==> config.mk <==
export PLATFORM = sky130hd
export DESIGN_NAME = seg7_scan
export DESIGN_NICKNAME = d
export VERILOG_FILES = /design/src/rtl/seg7_pkg.sv /design/src/rtl/seg7_decode.sv /design/src/rtl/seg7_scan.sv
export SDC_FILE = /design/constraint.sdc
export NUM_CORES = 1
export LEC_CHECK = 0
export CORE_MARGIN = 2
export CORE_UTILIZATION = 38
export CTS_CLUSTER_DIAMETER = 100
export DETAILED_ROUTE_END_ITERATION = 7
export HOLD_SLACK_MARGIN = 0.1
export PLACE_DENSITY_LB_ADDON = 0.08
export RECOVER_POWER = 25
export SLEW_MARGIN = 20
export SYNTH_ARGS = -nofsm -noshare
export SYNTH_HDL_FRONTEND = slang
export SYNTH_SLANG_ARGS = --single-unit
==> constraint.sdc <==
create_clock -name clk -period 2.6 [get_ports clk]
set_input_delay 0.26 -clock clk [delete_from_list [all_inputs] [get_ports clk]]
set_output_delay 0.26 -clock clk [all_outputs]
set_load 0.01 [all_outputs]
==> src/rtl/seg7_pkg.sv <==
// Shared constants for the 8-digit seven-segment scanner: digit count,
// active-low hex segment table ({g..a}) and the all-segments-off pattern.
package seg7_pkg;

    localparam int NUM_DIGITS = 8;

    localparam logic [6:0] SEG_OFF = 7'h7F;

    // Entry [v] holds the active-low pattern for hex value v.
    localparam logic [15:0][6:0] SEG_TABLE = {
        7'h0E, 7'h06, 7'h21, 7'h46, 7'h03, 7'h08, 7'h10, 7'h00,
        7'h78, 7'h02, 7'h12, 7'h19, 7'h30, 7'h24, 7'h79, 7'h40
    };

endpackage

==> src/rtl/seg7_decode.sv <==
// Hex-to-seven-segment decoder, active-low {g..a}.
// Purely combinational; no backpressure.
module seg7_decode
    import seg7_pkg::*;
(
    input  logic [3:0] val_i,
    output logic [6:0] seg_o
);

    assign seg_o = SEG_TABLE[val_i];

endmodule

==> src/rtl/seg7_scan.sv <==
// Time-multiplexed 8-digit seven-segment driver with frame snapshot,
// leading-zero blanking, anode guard band; outputs registered, 1 cycle latency.
module seg7_scan
    import seg7_pkg::*;
#(
    parameter int SCAN_DIV = 100000,
    parameter int GUARD    = 16
) (
    input  logic       clk,
    input  logic       rst_n,
    input  logic [3:0] d0,
    input  logic [3:0] d1,
    input  logic [3:0] d2,
    input  logic [3:0] d3,
    input  logic [3:0] d4,
    input  logic [3:0] d5,
    input  logic [3:0] d6,
    input  logic [3:0] d7,
    input  logic       en,
    input  logic       blank_lz,
    input  logic [7:0] dp_mask,
    output logic [7:0] an,
    output logic [6:0] seg,
    output logic       dp
);

    localparam int CW = (SCAN_DIV > 1) ? $clog2(SCAN_DIV) : 1;
    localparam int IW = $clog2(NUM_DIGITS);
    localparam logic [CW-1:0] LAST_C = CW'(SCAN_DIV - 1);

    logic [CW-1:0] count_q, count_d;
    logic [IW-1:0] idx_q, idx_d;
    logic          tick;
    logic          snap;
    logic          in_guard;

    logic [NUM_DIGITS-1:0][3:0] dig_q, dig_d;
    logic                       blank_lz_q, blank_lz_d;
    logic [NUM_DIGITS-1:0]      dp_mask_q, dp_mask_d;

    logic [NUM_DIGITS-1:0] zero_run;
    logic [NUM_DIGITS-1:0] blank_vec;
    logic [3:0]            sel_val;
    logic                  sel_blank;
    logic [6:0]            sel_seg;

    logic [7:0] an_q, an_d;
    logic [6:0] seg_q, seg_d;
    logic       dp_q, dp_d;

    assign tick = (count_q == LAST_C);
    assign snap = (count_q == '0) && (idx_q == '0);

    if (GUARD == 0) begin : g_noguard
        assign in_guard = 1'b0;
    end else begin : g_guard
        localparam logic [CW-1:0] GUARD_C = CW'(GUARD);
        assign in_guard = (count_q < GUARD_C);
    end

    always_comb begin
        count_d    = tick ? '0 : count_q + 1'b1;
        idx_d      = tick ? idx_q + 1'b1 : idx_q;
        dig_d      = dig_q;
        blank_lz_d = blank_lz_q;
        dp_mask_d  = dp_mask_q;
        if (snap) begin
            dig_d      = {d7, d6, d5, d4, d3, d2, d1, d0};
            blank_lz_d = blank_lz;
            dp_mask_d  = dp_mask;
        end
    end

    // zero_run[i] is set when digit i and every digit above it is zero.
    always_comb begin
        zero_run = '0;
        zero_run[NUM_DIGITS-1] = (dig_q[NUM_DIGITS-1] == 4'd0);
        for (int i = NUM_DIGITS - 2; i >= 0; i--) begin
            zero_run[i] = zero_run[i+1] && (dig_q[i] == 4'd0);
        end
        blank_vec    = blank_lz_q ? zero_run : '0;
        blank_vec[0] = 1'b0;
    end

    assign sel_val   = dig_q[idx_q];
    assign sel_blank = blank_vec[idx_q];

    seg7_decode u_decode (
        .val_i (sel_val),
        .seg_o (sel_seg)
    );

    always_comb begin
        an_d  = 8'hFF;
        seg_d = SEG_OFF;
        dp_d  = 1'b1;
        if (en) begin
            if (!in_guard) begin
                an_d[idx_q] = 1'b0;
            end
            if (!sel_blank) begin
                seg_d = sel_seg;
                dp_d  = !(dp_mask_q[idx_q] && !in_guard);
            end
        end
    end

    always_ff @(posedge clk or negedge rst_n) begin
        if (!rst_n) begin
            count_q    <= '0;
            idx_q      <= '0;
            dig_q      <= '0;
            blank_lz_q <= 1'b0;
            dp_mask_q  <= '0;
            an_q       <= 8'hFF;
            seg_q      <= SEG_OFF;
            dp_q       <= 1'b1;
        end else begin
            count_q    <= count_d;
            idx_q      <= idx_d;
            dig_q      <= dig_d;
            blank_lz_q <= blank_lz_d;
            dp_mask_q  <= dp_mask_d;
            an_q       <= an_d;
            seg_q      <= seg_d;
            dp_q       <= dp_d;
        end
    end

    assign an  = an_q;
    assign seg = seg_q;
    assign dp  = dp_q;

endmodule

* Word level (Yosys, flattened, before mapping)
Memories as Yosys holds them, arrays and structs flattened.
Index checks and enable logic that the tools add are counted.
** Operators by class
- Add/sub/neg operators :: 2
- Magnitude comparators :: 4
- Equal/unequal tests :: 1
- Multiplexer cells :: 17
- Bitwise gates (word level) :: 1
- Reductions and logical operators :: 22
** Operator list (number)
- logical NOT 4 bit :: 8
- two-way mux 8 bit :: 3
- two-way mux 7 bit :: 3
- adder 17 x 1 -> 17 bit (second input constant) :: 1
- == test 17 bit (second input constant) :: 1
- logical NOT 17 bit :: 1
- < comparator 17 x 5 -> 1 bit (second input constant) :: 1
- two-way mux 17 bit :: 1
- binary-select mux 4 bit (select 3 bit) :: 1
- logical AND 1 bit :: 10
- NOT 8 bit :: 1
- binary-select mux 1 bit (select 3 bit) :: 2
- < comparator 4 x 5 -> 1 bit (second input constant) :: 1
- two-way mux 1 bit :: 5
- < comparator 3 x 4 -> 1 bit (second input constant) :: 1
- two-way mux 4 bit :: 1
- adder 3 x 1 -> 3 bit (second input constant) :: 1
- demux 1 bit (select 3 bit) :: 1
- >= comparator 3 x 1 -> 1 bit (second input constant) :: 1
- logical NOT 3 bit :: 1
- logical NOT 1 bit :: 2
** Word-level totals
- Bits in registers :: 77
- Bits in read-only memories :: 112
- Bits of input ports :: 44
- Output and inout port bits :: 16
- Logic and storage cells :: 63
- Memories kept :: 1
** Memory list
- (name not given) :: words 16, width 7, read ports 1, clocked after memory_dff 0, write ports 0, RTL line seg7_decode.sv:10 : assign seg_o = SEG_TABLE[val_i];

* Depth between registers and ports, before layout
Gate-level depths: netlist of the first run.
- Depth in word-level cells :: 13
- Mapped depth :: 9
- Mapped depth without buffers :: 7

* By module
Synthesis of the first run repeated with hierarchy kept, for this count alone.
** Second synthesis, totals
- Cells, all modules :: 301
- Area, all modules :: 3784.9 um^2
** Modules (own cells, without submodules)
- seg7_scan :: instances 1, cells an instance 269, area an instance 3509.6 um^2, seq. area each 1946.9 um^2
- seg7_decode :: instances 1, cells an instance 32, area an instance 275.3 um^2, seq. area each 0.0 um^2

* Worst setup path after synthesis of the first run
OpenSTA, ideal clock, no wires.
- Path kind :: reg-to-reg
- Start :: reg idx_q[1]
- End :: reg seg_q[3] (netlist: seg[3])
- Setup time :: 97 ps
- Data arrival time :: 2061 ps
- Data required time :: 2503 ps
- Slack :: 442 ps
- Stages on the path, launching flop included :: 9
- Buffers on the path :: 1
- Clock period less this slack :: 2158 ps
- Cell sequence :: dfrtp_1 buf_6 mux4_1 mux2i_1 inv_1 ha_1 nand2_1 nor3b_1 o21ai_1
** Between the ends
- Cells in the longest elaborated chain, start to end :: 6
- Elaborated cells on any way between the ends :: 8
- Classes of those cells :: 7 x mux; 1 x memory
** Ends and longest elaborated chain
- start: declaration :: RTL line seg7_scan.sv:32 : logic [IW-1:0] idx_q, idx_d;
- start signal: assignment :: RTL line seg7_scan.sv:120 : idx_q <= idx_d;
- binary-select mux 4 bit (select 3 bit) :: RTL line seg7_scan.sv:85 : assign sel_val = dig_q[idx_q];
- two-way mux 4 bit (implied by the code) :: RTL line seg7_scan.sv:85
- memory (16 x 7 bit)
- two-way mux 7 bit (implied by the code) :: RTL line seg7_decode.sv:10
- two-way mux 7 bit * :: RTL line seg7_scan.sv:101 : if (!sel_blank) begin
- two-way mux 7 bit * :: RTL line seg7_scan.sv:97 : if (en) begin
- named net seg_d[3] :: RTL line seg7_scan.sv:48 : logic [6:0] seg_q, seg_d;
- end signal: assignment :: RTL line seg7_scan.sv:125 : seg_q <= seg_d;
- end: declaration :: RTL line seg7_scan.sv:48
Mark *: on every way through the listed nets, which the timed path passes. The rest lies on a longest branch. The select of a mux whose other input is x is not followed.
A chain may end at the register's enable or synchronous reset.

* Worst setup path after layout of the first run
- Start :: reg idx_q[2]
- End :: reg seg_q[6] (netlist: seg[6])
Same word-level chain as after synthesis.

==> impl_summary.txt, run 1 <==
----------------------------------------------------
[Status]
  Run status ... complete, but fails checks
  Failing checks ... max-capacitance violations, max-slew violations

[Drt]
  Remaining antenna violation count after routing ... 0
  Aggregate routed wire length ... 7.623 mm
  Vias after detailed routing ... 2547
  TritonRoute pass-1 iters ... 4
  Routed length per instance ... 15.10 microns
  Number of violations reported at the end of detailed-routing iteration 0 ... 72
  Count of unresolved DRC violations after routing ... 0
  Vias per Instance ... 5.044

[Global routing]
  Initial antenna violation count ... 0
  Largest net degree at the start of global routing ... 78
  Via count of the first global-routing pass ... 2592
  Total global routing track utilization ... 16.27%
  Global-route wire length before repair ... 13.14 mm
  GRT Residual Overflow ... 0

[Min path]
  Worst hold path depth ... 1
  Beginning of the worst hold path ... dp_mask_q[1]
  Worst Hold Endpoint ... dp_mask_q[1]
  Hold crit path type ... flip-flop to flip-flop

[STA]
  Final min period ... 2.297 ns
  Number of max-slew violations in the final report ... 78
  Setup repair after global routing missed its margin ... no
  Slew of the pin with the lowest slew margin ... 1.833 ns
  Clock Skew ... 0.01516 ns
  Final TNS setup ... 0 ns
  Worst-case setup margin in the final layout ... 0.3031 ns
  Max Fclk ... 435.4 MHz
  Worst slew margin relative to its limit ... -22.22%
  Post-route clock period utilization ... 88.34%
  Final Setup Violations ... 0
  Final number of hold-violating endpoints ... 0

[Die]
  Number of placement rows ... 36
  I/O pin count ... 60
  Initial cell density of the core ... 38.66%
  Placeable Area ... 9639 sq um
  Area of the die ... 10610 sq um
  Die Span X ... 103.0 microns
  Die Span Y ... 103.0 microns

[Final layout]
  Leading cell types in the layout, fill and taps excluded ... dfrtp_1, clkdlybuf4s50_1, mux2_2, nand2_1, nor2_1
  Antenna cell count ... 0
  Net count reported at finish ... 422
  Filler Cells Inserted ... 926
  Area used by sequential logic in the layout ... 1947 sq um
  Most common cell after layout, fill and taps aside ... dfrtp_1
  Proportion of layout cells with a drive suffix above 1 ... 25.54%
  Footprint of the multi-input gates ... 1674 sq um
  P&R area growth vs syn ... 26.19%

[Placement]
  HPWL reported at the end of detailed placement ... 5.597 mm
  Worst-case setup slack after placement ... 0.2847 ns
  Final GP Congestion ... 0.7917
  Count of buffers from port buffering ... 59

[Critical path]
  Worst-path maximum fanout ... 18
  Critical register-to-register path startpoint ... idx_q[2]
  Required time of the critical path ... 2.84 ns
  Critical Path Source Type ... flip-flop
  Endpoint type of the worst setup path ... flip-flop
  Path depth of the worst reg2reg path ... 6
  FF-to-FF End ... seg[6]
  Flop-to-flop setup slack ... 0.30 ns
  Critical path type ... flip-flop to flip-flop
  Crit path arrival time ... 2.53 ns

[Yosys]
  Number of enable-type register cells in the synthesized netlist ... 0
  Per-instance average area after synthesis ... 12.42 sq um
  Number of warnings printed during yosys synthesis ... 0
  Cell type with the largest total area after synthesis ... dfrtp_1
  Sequential share of the synthesized area ... 52.25%
  Post-Synthesis Cell Area ... 3726 sq um
  Flip-flop cell with the highest count after synthesis ... dfrtp_1
  Total of flip-flops plus latches after synthesis ... 77
  Mapped Nets ... 354
  Cells after Synth ... 300
  Netlist cell types ... 47
  Post-synth top area share ... 40.97%
  Share of async-settable or async-resettable flops after synthesis ... 100.0%
  Ranking of synthesized cells by area ... dfrtp_1, mux2_2, dfstp_2

[Power]
  Max IR drop VDD ... 0.3050 mV
  Leakage dissipation ... 1.871 nW
  Power per unit of standard cell area ... 524.3 nW/um^2

[Clock tree]
  Clock root buffer ... clkbuf_8
  Post-cts gate resize count ... 0
  Clock tree from TritonCTS ... yes
  Maximum clock path buffer count ... 2
  Cts bufs inserted ... 9
  H-tree levels ... 3
  Clock latency reported for the late side of the worst-skew pair ... 0.35 ns
  Total setup buffers inserted after CTS ... 0
  CTS Sinks ... 77
  Clock-pin slew reported for the worst setup and hold paths after clock tree synthesis ... 0.08 ns

[Flow run]
  Max Cap Viol ... 1

----------------------------------------------------
## report_power, final
part | switching [mW] | internal [mW]
clock network | 0.447 | 0.535
logic | 0.0814 | 0.126
registers | 0.0289 | 1.25
total | 0.557 | 1.91
## metal layers
layer / global-route usage, % / vias up / routed length [microns]
li1: - / 1229 / -
met1: 23.28 / 1242 / 3740
met2: 24.73 / 64 / 3445
met3: 2.576 / 12 / 294
met4: 6.680 / 0 / 142
met5: 0 / - / 0
## logic make-up after synthesis
kind of cell / Yosys count / share of synthesized area (%)
AND/OR/NAND/NOR: 98 / 13.63
multiplexers: 57 / 19.74
AO/OA/AOI/OAI: 22 / 4.298
XOR/XNOR: 16 / 3.761
buffers and inverters: 20 / 2.955
flip-flops: 77 / 52.25
adder cells (fa/ha/maj): 10 / 3.358
## repair_timing
item | 4_1_cts | 5_1_grt
hold buffers | 1 | 0
hold endpoints to repair | 55 | 0
setup endpoints to repair | 0 | 0
## per-stage QoR
stage               instances  area (sq um)  util (%)  power [mW]  hold WS, ns
finish                    505          4702     48.78       2.465       0.5056
global route              505          4702     48.78       2.585       0.4997
CTS                       505          4705     48.81       2.499       0.5006
detailed placement        489          4482     46.50       1.510       0.4632
global placement          489          4482     46.50       1.507       0.4771
floorplan                 300          3726         -       1.373     -0.03559
## flip-flops by register name, summed over array words and instances (netlist names)
register and flops:
idx_q 3, seg 7, an 8, dp_mask_q 8, count_q 17, blank_lz_q 1, dp 1, dig_q 32
## area by class of cell
cell class              count  share of cell area [%]
well taps                 133                   3.539
inverters                   9                  0.7185
clock inverters             6                   1.889
flip-flops and latches     77                   41.41
clock buffers               9                   2.634
multi-input cells         203                   35.60
repair buffers             68                   14.21
## critical path: stages (launching register included)
cell and delay [ns]:
dfrtp_1 0.72, mux4_2 0.42, mux2i_2 0.35, inv_1 0.15, ha_1 0.26, mux2i_1 0.14, o221ai_1 0.15
## worst max-delay path by stage
stage	start	endpoint	depth (start not counted)
finish	idx_q[2]	seg[6]	6
global route	idx_q[2]	seg[3]	7
CTS	idx_q[1]	seg[6]	6
detailed placement	idx_q[1]	seg[6]	6
global placement	idx_q[1]	seg[6]	6
floorplan	idx_q[1]	seg[3]	8
## cells in the mapped netlist, drive strengths merged (2+ instances only)
| master | n |
|---|---|
| nand3 | 13 |
| dfrtp | 61 |
| o211ai | 4 |
| mux4 | 7 |
| buf | 10 |
| mux2 | 43 |
| o22ai | 2 |
| dfstp | 16 |
| nor3 | 5 |
| nand4 | 6 |
| a21oi | 2 |
| nand2 | 26 |
| and3 | 4 |
| nor2 | 21 |
| nor4 | 13 |
| xnor2 | 9 |
| xor2 | 7 |
| nor2b | 2 |
| o21ai | 5 |
| or3 | 2 |
| ha | 10 |
| o221ai | 2 |
| inv | 9 |
| mux2i | 7 |
(Power assumes the default switching activity.)
==> inputs of run 2 (changes only) <==
==> constraint.sdc (replaced) <==
create_clock -name clk -period 2.6 [get_ports clk]
set_input_delay 0.52 -clock clk [delete_from_list [all_inputs] [get_ports clk]]
set_output_delay 0.52 -clock clk [all_outputs]
set_load 0.01 [all_outputs]
==> impl_summary.txt, run 2 (synthesized netlist as in run 1, its figures left out) <==
----------------------------------------------------
[Final layout]
  Net count reported at finish ... 423
  Filler Cells Inserted ... 922
  Finished Core Util ... 48.74%
  P&R area growth vs syn ... 26.09%
  Most common cell after layout, fill and taps aside ... dfrtp_1
  Antenna cell count ... 0
  Leading cell types in the layout, fill and taps excluded ... dfrtp_1, clkdlybuf4s50_1, mux2_2, nand2_1, nor2_1
  Reg with most FFs ... dig_q
  Proportion of layout cells with a drive suffix above 1 ... 25.67%
  Cell area after layout ... 4698 sq um
  Largest register FFs ... 32
  Top Registers ... dig_q: 32 flops, count_q: 17 flops

[Global routing]
  Largest net degree at the start of global routing ... 44
  Total global routing track utilization ... 16.33%
  GRT Residual Overflow ... 0
  Via count of the first global-routing pass ... 2507
  Initial antenna violation count ... 0
  Global-route wire length before repair ... 13.00 mm

[Drt]
  Aggregate routed wire length ... 7.753 mm
  Number of violations reported at the end of detailed-routing iteration 0 ... 71
  TritonRoute pass-1 iters ... 5
  Remaining antenna violation count after routing ... 0
  Count of unresolved DRC violations after routing ... 0
  Routed length per instance ... 15.29 microns
  Vias per Instance ... 5.047
  Vias after detailed routing ... 2559

[STA]
  Number of max-slew violations in the final report ... 0
  Final number of hold-violating endpoints ... 0
  Final Setup Violations ... 0
  Clock Skew ... 0.01059 ns
  Worst Hold Slack ... 0.3523 ns
  Final TNS setup ... 0 ns
  Worst slew margin relative to its limit ... 28.22%
  Setup repair after global routing missed its margin ... no
  Final min period ... 2.337 ns
  Max Fclk ... 427.9 MHz
  Post-route clock period utilization ... 89.88%
  Slew of the pin with the lowest slew margin ... 1.077 ns

[Power]
  Final total power ... 2.403 mW
  Leakage dissipation ... 1.877 nW
  Max IR drop VDD ... 0.3158 mV
  Power per unit of standard cell area ... 511.4 nW/um^2

[Clock tree]
  H-tree levels ... 3
  Clock-pin slew reported for the worst setup and hold paths after clock tree synthesis ... 0.09 ns
  Post-cts gate resize count ... 0
  Clock tree from TritonCTS ... yes
  Count of hold buffers inserted by post-cts repair ... 0
  Total setup buffers inserted after CTS ... 0
  Clock root buffer ... clkbuf_8
  Maximum clock path buffer count ... 2
  Clock latency reported for the late side of the worst-skew pair ... 0.36 ns
  CTS Sinks ... 77
  Cts bufs inserted ... 9

[Critical path]
  Path depth of the worst reg2reg path ... 7
  Endpoint type of the worst setup path ... flip-flop
  Worst-path maximum fanout ... 18
  Critical path type ... flip-flop to flip-flop
  Critical Path Source Type ... flip-flop
  Flop-to-flop setup slack ... 0.26 ns
  Required time of the critical path ... 2.84 ns
  FF-to-FF End ... seg[0]
  Critical register-to-register path startpoint ... idx_q[2]
  Crit path arrival time ... 2.58 ns

[Die]
  I/O pin count ... 60
  Area of the die ... 10610 sq um
  Placeable Area ... 9639 sq um
  Die Span Y ... 103.0 microns
  Die Span X ... 103.0 microns
  Number of placement rows ... 36
  Initial cell density of the core ... 38.66%

[Status]
  Run status ... completed

[Flow run]
  Max Cap Viol ... 0

[Placement]
  HPWL reported at the end of detailed placement ... 5.812 mm
  Final GP Congestion ... 0.8009
  Cell area reported after detailed placement ... 4509 sq um
  Count of buffers from port buffering ... 59

[Min path]
  Hold crit path type ... input pin to asynchronous set/reset pin

----------------------------------------------------
run 2: cell types whose count changed in the layout (fill, tap and decap cells not counted), sizes merged:
cell          delta
bufinv           -1
dlymetal6s4s     +1
clkinv           -1
clkbuf           +1
buf              +1
dlygate4sd3      -1
inv              +2
run 2: critical path, stage by stage (launching register included):
cell and delay (ns):
dfrtp_1 0.73, mux4_2 0.42, mux2i_2 0.36, inv_1 0.15
ha_1 0.27, nand2_1 0.07, mux2_2 0.14, o2111ai_1 0.10
run 2: stage by stage:
step,instances,setup slack (ns)
after floorplan,300,0.4420
after global placement,491,0.3277
after detailed placement,491,0.2995
after CTS,507,0.2727
after global routing,507,0.09416
final,507,0.2632
run 2: layer usage:
metal  vias to the layer above  GRT usage [%]  part of all wire (%)
met5                         -              0                     0
met4                         0          3.644                  0.92
met3                         7          5.627                   3.9
met2                        52          24.73                    47
met1                      1279          22.82                    48
li1                       1221              -                     -
run 2: final cells by class:
type / instances / area (sq um) / area share (%)
Timing Repair Buffer: 69 / 678.2 / 14.43
Sequential cell: 77 / 1947 / 41.44
Clock inverter: 6 / 71.32 / 1.518
Tap cell: 133 / 166.4 / 3.542
Inverter: 9 / 33.78 / 0.7190
Multi-Input combinational cell: 203 / 1674 / 35.63
Clock buffer: 10 / 127.6 / 2.716
run 2: how the worst max path moves through the flow:
stage,start,to,slack (ns)
after floorplan,idx_q[1],seg[3],0.44
after global placement,idx_q[1],seg[2],0.33
after detailed placement,idx_q[2],seg[0],0.30
after CTS,idx_q[2],seg[0],0.27
after global routing,idx_q[2],seg[5],0.09
final,idx_q[2],seg[0],0.26
run 2: power by group:
| part | total (mW) | internal, mW | switching [mW] |
|---|---|---|---|
| clock | 0.917 | 0.452 | 0.465 |
| sequential | 1.28 | 1.25 | 0.0282 |
| combinational | 0.210 | 0.127 | 0.0827 |
==> inputs of run 3 (changes only) <==
- SETUP_SLACK_MARGIN: default -> 0.3
==> impl_summary.txt, run 3 (synthesized netlist as in run 1, its figures left out) <==
----------------------------------------------------
[Final layout]
  Reg with most FFs ... dig_q
  Top Registers ... dig_q: 32 flops, count_q: 17 flops
  Most common cell after layout, fill and taps aside ... dfrtp_1
  Proportion of layout cells with a drive suffix above 1 ... 26.67%
  Largest register FFs ... 32
  Non-filler instance count after layout ... 508
  Net count reported at finish ... 424
  Antenna cell count ... 0
  P&R area growth vs syn ... 26.56%
  Leading cell types in the layout, fill and taps excluded ... dfrtp_1, clkdlybuf4s50_1, mux2_2, nand2_1, nor2_1

[Power]
  Leakage dissipation ... 1.874 nW
  Power share of the sequential group ... 53.1%
  Fraction of power consumed by combinational cells ... 8.9%
  Net Switching ... 0.5720 mW
  Share of power burned in the clock network ... 38.0%
  Fraction of power spent switching nets ... 23.82%
  Int Pwr ... 1.829 mW
  Power per unit of standard cell area ... 509.2 nW/um^2
  Max IR drop VDD ... 0.3159 mV

[Drt]
  Routed length per instance ... 15.27 microns
  Vias after detailed routing ... 2554
  Aggregate routed wire length ... 7.759 mm
  Vias per Instance ... 5.028
  Remaining antenna violation count after routing ... 0
  TritonRoute pass-1 iters ... 4
  Count of unresolved DRC violations after routing ... 0
  Number of violations reported at the end of detailed-routing iteration 0 ... 64

[Die]
  I/O pin count ... 60
  Placeable Area ... 9639 sq um
  Die Span Y ... 103.0 microns
  Die Span X ... 103.0 microns
  Number of placement rows ... 36
  Area of the die ... 10610 sq um
  Initial cell density of the core ... 38.66%

[Placement]
  Count of buffers from port buffering ... 59
  HPWL reported at the end of detailed placement ... 5.812 mm
  Worst-case setup slack after placement ... 0.2995 ns
  Final GP Congestion ... 0.8009
  Number of placed cells counting well taps ... 491

[Clock tree]
  Maximum clock path buffer count ... 2
  Clock latency reported for the late side of the worst-skew pair ... 0.35 ns
  Clock-pin slew reported for the worst setup and hold paths after clock tree synthesis ... 0.09 ns
  Cts bufs inserted ... 9
  Count of hold buffers inserted by post-cts repair ... 0
  CTS Sinks ... 77
  Clock root buffer ... clkbuf_8
  Clock tree from TritonCTS ... yes
  H-tree levels ... 3

[STA]
  Clock Skew ... 0.01161 ns
  Setup repair after global routing missed its margin ... yes
  Worst slew margin relative to its limit ... 25.13%
  Final Setup Violations ... 0
  Final min period ... 2.202 ns
  Number of max-slew violations in the final report ... 0
  Worst-case setup margin in the final layout ... 0.3976 ns
  Max Fclk ... 454.1 MHz
  Final TNS setup ... 0 ns
  Final number of hold-violating endpoints ... 0
  Slew of the pin with the lowest slew margin ... 1.123 ns
  Post-route clock period utilization ... 84.71%

[Critical path]
  CP Launch Point ... idx_q[1]
  Cells along the critical path ... mux4_2, mux2i_2, ha_1, nand2_1, mux2_2, o2111ai_1
  Maximum cell stage delay along the critical path ... 0.54 ns
  Worst-path maximum fanout ... 6
  Endpoint type of the worst setup path ... flip-flop
  Critical register-to-register path startpoint ... idx_q[1]
  Crit path arrival time ... 2.46 ns
  Worst-path cell with the longest stage delay ... mux4_2
  Required time of the critical path ... 2.86 ns
  Critical path type ... flip-flop to flip-flop
  Critical Path Source Type ... flip-flop

[Global routing]
  Largest net degree at the start of global routing ... 44
  GRT Residual Overflow ... 0
  Global-route wire length before repair ... 13.01 mm
  Initial antenna violation count ... 0
  Via count of the first global-routing pass ... 2513
  Total global routing track utilization ... 16.34%

[Status]
  Run status ... completed

[Min path]
  Hold crit path type ... input pin to asynchronous set/reset pin

[Flow run]
  Max Cap Viol ... 0

----------------------------------------------------
-- run 3: cell types whose count changed in the layout (fill, tap and decap cells not counted) --
cell            change
buf_12              +1
dlymetal6s4s_1      -1
buf_4               +1
dfrtp_2             +2
dfrtp_1             -2
-- run 3: critical path: cells and delay by family, from the launching register on --
| family | cells | cell delay (ns) |
|---|---|---|
| fa+ha+maj | 1 | 0.30 |
| mux | 3 | 1.17 |
| compound gates | 1 | 0.08 |
| flops | 1 | 0.47 |
| simple gates | 1 | 0.08 |
-- run 3: path summary, 6_finish.rpt --
check / slack [ns] / cells after the start / end
max: 0.40 / 6 / seg[0]
max reg2reg: 0.40 / 6 / seg[0]
min reg2reg: 0.51 / 1 / dp_mask_q[1]
max in group asynchronous: 1.44 / 2 / seg[6]
min: 0.38 / 1 / idx_q[0]
min in group clk: 0.51 / 1 / dp_mask_q[1]
-- run 3: power groups by stage --
stage          sequential (mW)  combinational (mW)  clock (mW)
6_report                  1.28               0.213       0.913
3_3_place_gp              1.30               0.214           0
5_1_grt                   1.28               0.235        1.02
4_1_cts                   1.28               0.218       0.951
2_1_floorplan             1.29              0.0804           0
3_5_place_dp              1.30               0.216           0
-- run 3: what timing repair did --
| action | CTS | global route |
|---|---|---|
| setup buffers | 1 | 0 |
| resized for setup | 1 | 1 |
| pin swaps | 1 | 1 |
| setup endpoints to repair | 4 | 18 |
| endpoints found under the hold margin | 0 | 0 |
-- run 3: per-stage QoR --
step                power (mW)  utilization (%)  area (sq um)  hold WS (ns)
global route             2.532            48.92          4716        0.4393
CTS                      2.444            48.94          4717        0.1665
finish                   2.401            48.92          4716        0.3793
detailed placement       1.515            46.78          4509        0.4902
global placement         1.513            46.78          4509        0.4858
floorplan                1.373                -          3726        0.2244
-- run 3: routing by layer --
metal  track usage [%]  routed length (microns)
met5                 0                        0
met4             3.644                       42
met3             5.627                      319
met2             24.78                     3640
met1             22.82                     3757
-- run 3: layout make-up --
class | count | area, sq um
Inverter | 9 | 33.78
Sequential cell | 77 | 1949
Tap cell | 133 | 166.4
Clock inverter | 6 | 71.32
Clock buffer | 10 | 127.6
Timing Repair Buffer | 70 | 693.2
Fill cell | 922 | 4923
Multi-Input combinational cell | 203 | 1674
